<file path="src/rtl/uart_tx_oversampled.sv">
// rtl/uart_tx_oversampled.sv - oversampled UART transmitter: start bit, LSB-first data, tick-counted stop period
module uart_tx_oversampled #(
    parameter int DATA_BITS  = 8,
    parameter int OVERSAMPLE = 16,
    parameter int STOP_TICKS = 16
) (
    input  logic                 clk,
    input  logic                 reset_n,
    input  logic                 s_tick,
    input  logic                 tx_start,
    input  logic [DATA_BITS-1:0] tx_data,
    output logic                 tx,
    output logic                 tx_busy,
    output logic                 tx_done_tick
);

    // The tick counter is shared between bit cells and the stop period,
    // so it is sized for whichever of the two is longer.
    localparam int S_MAX = (OVERSAMPLE > STOP_TICKS) ? OVERSAMPLE : STOP_TICKS;
    localparam int S_W   = (S_MAX > 1) ? $clog2(S_MAX) : 1;
    localparam int N_W   = (DATA_BITS > 1) ? $clog2(DATA_BITS) : 1;

    localparam logic [S_W-1:0] OS_LAST   = S_W'(OVERSAMPLE - 1);
    localparam logic [S_W-1:0] STOP_LAST = S_W'(STOP_TICKS - 1);
    localparam logic [N_W-1:0] N_LAST    = N_W'(DATA_BITS - 1);
    localparam logic [S_W-1:0] S_ONE     = S_W'(1);
    localparam logic [N_W-1:0] N_ONE     = N_W'(1);

    typedef enum logic [1:0] {
        IDLE  = 2'd0,
        START = 2'd1,
        DATA  = 2'd2,
        STOP  = 2'd3
    } state_t;

    state_t               state;
    state_t               state_next;
    logic [S_W-1:0]       s_cnt;
    logic [S_W-1:0]       s_cnt_next;
    logic [N_W-1:0]       n_cnt;
    logic [N_W-1:0]       n_cnt_next;
    logic [DATA_BITS-1:0] shift;
    logic [DATA_BITS-1:0] shift_next;
    logic                 tx_next;
    logic                 busy_next;
    logic                 done_next;

    // State, counters, shift register and all outputs update on the same edge.
    always_ff @(posedge clk or negedge reset_n) begin
        if (!reset_n) begin
            state        <= IDLE;
            s_cnt        <= '0;
            n_cnt        <= '0;
            shift        <= '0;
            tx           <= 1'b1;
            tx_busy      <= 1'b0;
            tx_done_tick <= 1'b0;
        end else begin
            state        <= state_next;
            s_cnt        <= s_cnt_next;
            n_cnt        <= n_cnt_next;
            shift        <= shift_next;
            tx           <= tx_next;
            tx_busy      <= busy_next;
            tx_done_tick <= done_next;
        end
    end

    // Frame sequencing; outputs are derived from the next state so that
    // tx and tx_busy change on the edge that enters a state, with no input-to-tx path.
    always_comb begin
        state_next = state;
        s_cnt_next = s_cnt;
        n_cnt_next = n_cnt;
        shift_next = shift;
        done_next  = 1'b0;

        case (state)
            IDLE: begin
                // A coincident s_tick is deliberately not counted here.
                if (tx_start) begin
                    shift_next = tx_data;
                    s_cnt_next = '0;
                    state_next = START;
                end
            end
            START: begin
                if (s_tick) begin
                    if (s_cnt == OS_LAST) begin
                        s_cnt_next = '0;
                        n_cnt_next = '0;
                        state_next = DATA;
                    end else begin
                        s_cnt_next = s_cnt + S_ONE;
                    end
                end
            end
            DATA: begin
                if (s_tick) begin
                    if (s_cnt == OS_LAST) begin
                        s_cnt_next = '0;
                        shift_next = shift >> 1;
                        if (n_cnt == N_LAST) begin
                            state_next = STOP;
                        end else begin
                            n_cnt_next = n_cnt + N_ONE;
                        end
                    end else begin
                        s_cnt_next = s_cnt + S_ONE;
                    end
                end
            end
            STOP: begin
                if (s_tick) begin
                    if (s_cnt == STOP_LAST) begin
                        s_cnt_next = '0;
                        state_next = IDLE;
                        done_next  = 1'b1;
                    end else begin
                        s_cnt_next = s_cnt + S_ONE;
                    end
                end
            end
            default: begin
                state_next = IDLE;
            end
        endcase

        case (state_next)
            START:   tx_next = 1'b0;
            DATA:    tx_next = shift_next[0];
            default: tx_next = 1'b1;
        endcase

        busy_next = (state_next != IDLE);
    end

endmodule
</file>
<file path="config.mk">
export PLATFORM = sky130hd
export DESIGN_NAME = uart_tx_oversampled
export DESIGN_NICKNAME = d
export VERILOG_FILES = /design/src/rtl/uart_tx_oversampled.sv
export SDC_FILE = /design/constraint.sdc
export NUM_CORES = 1
export LEC_CHECK = 0
export ABC_AREA = 1
export BUFFER_PORTS_ARGS = -buffer_cell sky130_fd_sc_hd__clkbuf_2
export CORE_UTILIZATION = 56
export DETAILED_ROUTE_END_ITERATION = 6
export PLACE_DENSITY = 0.81
export RECOVER_POWER = 25
export SLEW_MARGIN = 5
export SYNTH_ARGS = -nofsm -noshare
export SYNTH_HDL_FRONTEND = slang
export SYNTH_SLANG_ARGS = --single-unit
</file>
<file path="constraint.sdc">
create_clock -name clk -period 3.4 [get_ports clk]
set_input_delay 0.17 -clock clk [delete_from_list [all_inputs] [get_ports clk]]
set_output_delay 0.17 -clock clk [all_outputs]
set_load 0.02 [all_outputs]
</file>
==> reports/summary.txt <==
Filler cells: 138
final WL: 1810 um
worst reg2reg setup slack: 1.93 ns
Reg clk slew, reported paths: 0.12 ns
Util after Layout: 69.1%
Peak VDD IR: 0.354 mV
Post-CTS Resized: 0
Power Dens Cells: 759 mW/mm2
skew final: 0.00223 ns
Via Count: 801
GR Util All Layers: 21.2%
post-synthesis cell type count: 24
cell count after synthesis: 117
CTS tree: yes
status: completed
crit path max fanout: 5
DR vias/cell: 4.98
overall die area: 0.00204 mm2
commonest non-fill, non-tap cell in the layout: nand2_1
asr flop ratio synth: 100%
vias in the first global route: 728
DP Wirelength: 1360 um
Max-slew headroom: 32.3%
# setup viols final: 0
Total Nets Final: 152
number of port buffers: 14
row cnt: 15
Post-DRT Antenna Nets: 0
final period utilization: 43.4%
flops & latches, synth: 20
WP data required: 3.61 ns
die width: 45.2 um
P&R area growth vs syn: 15.6%
Final GP Congestion: 0.840
Num CTS Buffers: 3
Place WS: 1.95 ns
critical path arrival: 1.68 ns
Final Hold Fails: 0
Die H: 45.2 um
Setup crit end kind: flip-flop
Compound-Gate Fraction of Synth Area: 10.8%
Avg Cell Area, Syn: 8.92 um2
total negative slack: 0 ns
drt first pass iters: 4
RSZ-0062 raised after global routing: no
Initial DRC Count: 21
max cap viols: 0
I/O pin count: 15
leakage power total: 0.648 nW
first-pass GRT wire length: 3060 um
area post-placement: 0.00114 mm2
post-synthesis simple-gate area fraction: 31.7%
CTS max path bufs: 2
type of the most critical hold path: in -> reg
GRT overflow: 0
ys flop type: dfrtp_1
average wire per standard cell: 11.2 um
fmax: 678 MHz
layout cell share with drive strength beyond 1: 30.1%
Root Driver: clkbuf_4
Post-CTS Hold Buffers: 1
ANT cells: 0
commonest non-fill, non-tap cells in the layout: nand2_1, dfrtp_1, clkbuf_2
Multi-input gate area: 489 um2
min Tclk post-route: 1.47 ns
number of remaining DRC errors: 0
latest clock arrival within the worst-skew pair: 0.31 ns
count of clock tree sinks: 20
xor-xnor portion of the synthesized cell area: 0.839%
Setup crit start kind: flip-flop
initial antenna violation count: 0
CP Class: reg -> reg
main combinational cell family by area after synthesis: simple AND/OR/NAND/NOR gates
CORE AREA: 0.00175 mm2
Post-Layout Inst Area: 0.00121 mm2
pin count of the biggest net entering global routing: 21
Ys Warns: 0
sequential share of the synthesized area: 48.1%
Worst R2R Path Depth: 8
post-synthesis adder-cell area fraction: 3.60%
Setup WS post-layout: 1.93 ns
Hold Path Stages: 3
Final Slew Violations: 0
FF+latch area: 502 um2
measured slew at the worst slew-check pin: 1.02 ns
Synth Cell Area: 0.00104 mm2
Post-synth EDFFs: 0
CTS H-tree lvls: 1
post-synthesis mux area share: 0%
Net Count, Synth: 132
Initial Util: 59.8%
setup bufs post-CTS: 0
registers in the layout, indices dropped and copies added, names as in the netlist:
signal and count:
shift 8, tx 1, s_cnt 4, tx_done_tick 1, state 2, n_cnt 3, tx_busy 1
through the flow:
stage | hold WS, ns | cells | total power, W
after floorplan | -0.126 | 117 | 0.000646
after global placement | 0.146 | 156 | 0.000711
after detailed placement | 0.150 | 156 | 0.000722
after CTS | 0.0665 | 161 | 0.000920
after global routing | 0.0625 | 161 | 0.000980
final | 0.0612 | 161 | 0.000916
Yosys cell counts (2+ instances only):
| cell | instances | area, um2 |
|---|---|---|
| nand2_2 | 5 | 31.3 |
| nor2_2 | 2 | 12.5 |
| inv_1 | 8 | 30.0 |
| inv_2 | 6 | 22.5 |
| dfrtp_1 | 19 | 475 |
| a22oi_1 | 6 | 45.0 |
| nor2_1 | 7 | 26.3 |
| ha_1 | 3 | 37.5 |
| nand2_1 | 36 | 135 |
| o21ai_2 | 2 | 17.5 |
| nand3_1 | 8 | 40.0 |
| nor2_4 | 2 | 22.5 |
| nand4_1 | 2 | 12.5 |
logic make-up (layout without fill, tap and decap cells):
group                      count (synthesis)  in the layout
AOI/OAI and AO/OA                         13             13
xor gates and xnor gates                   1              1
adders and majority gates                  3              3
buffers and inverters                     14             33
DFF                                       20             20
and+or+nand+nor                           66             66
power by group:
group,switching (W),leakage [nW],internal (W)
Combinational,0.000192,0.374,0.000120
Sequential,0.0000763,0.246,0.000331
Clock,0.0000769,0.0279,0.000119
path summary, 6_finish.rpt:
check | from | endpoint
setup / recovery | s_cnt[0] | n_cnt[0]
hold reg to reg | n_cnt[1] | n_cnt[1]
setup reg to reg | s_cnt[0] | n_cnt[0]
max in group asynchronous | reset_n | shift[2]
min in group asynchronous | reset_n | tx_busy
hold / removal | tx_data[7] | shift[7]
layout make-up:
| type | instances | share of cell area (%) |
|---|---|---|
| Multi-Input combinational cell | 83 | 40.6 |
| Clock buffer | 3 | 1.87 |
| Inverter | 14 | 4.36 |
| Clock inverter | 1 | 2.49 |
| Tap cell | 25 | 2.59 |
| Sequential cell | 20 | 41.6 |
| Timing Repair Buffer | 15 | 6.54 |
critical path: stages, from the launching register on:
cell and delay, ns:
dfrtp_1 0.42, ha_1 0.24, nand2_2 0.12, nor2_8 0.16
nand3_2 0.12, nor2_1 0.15, nor2_2 0.06, nand2_1 0.07
o21ai_2 0.05
per-layer routing:
layer	share of wire [%]	up-vias	wire length [um]	global-route usage, %
li1	-	418	-	-
met1	47	361	843	29.0
met2	49	17	887	33.0
met3	2.4	5	43	3.60
met4	1.8	0	33	9.09
met5	0	-	0	0
Power figures use the tool's default switching activity.
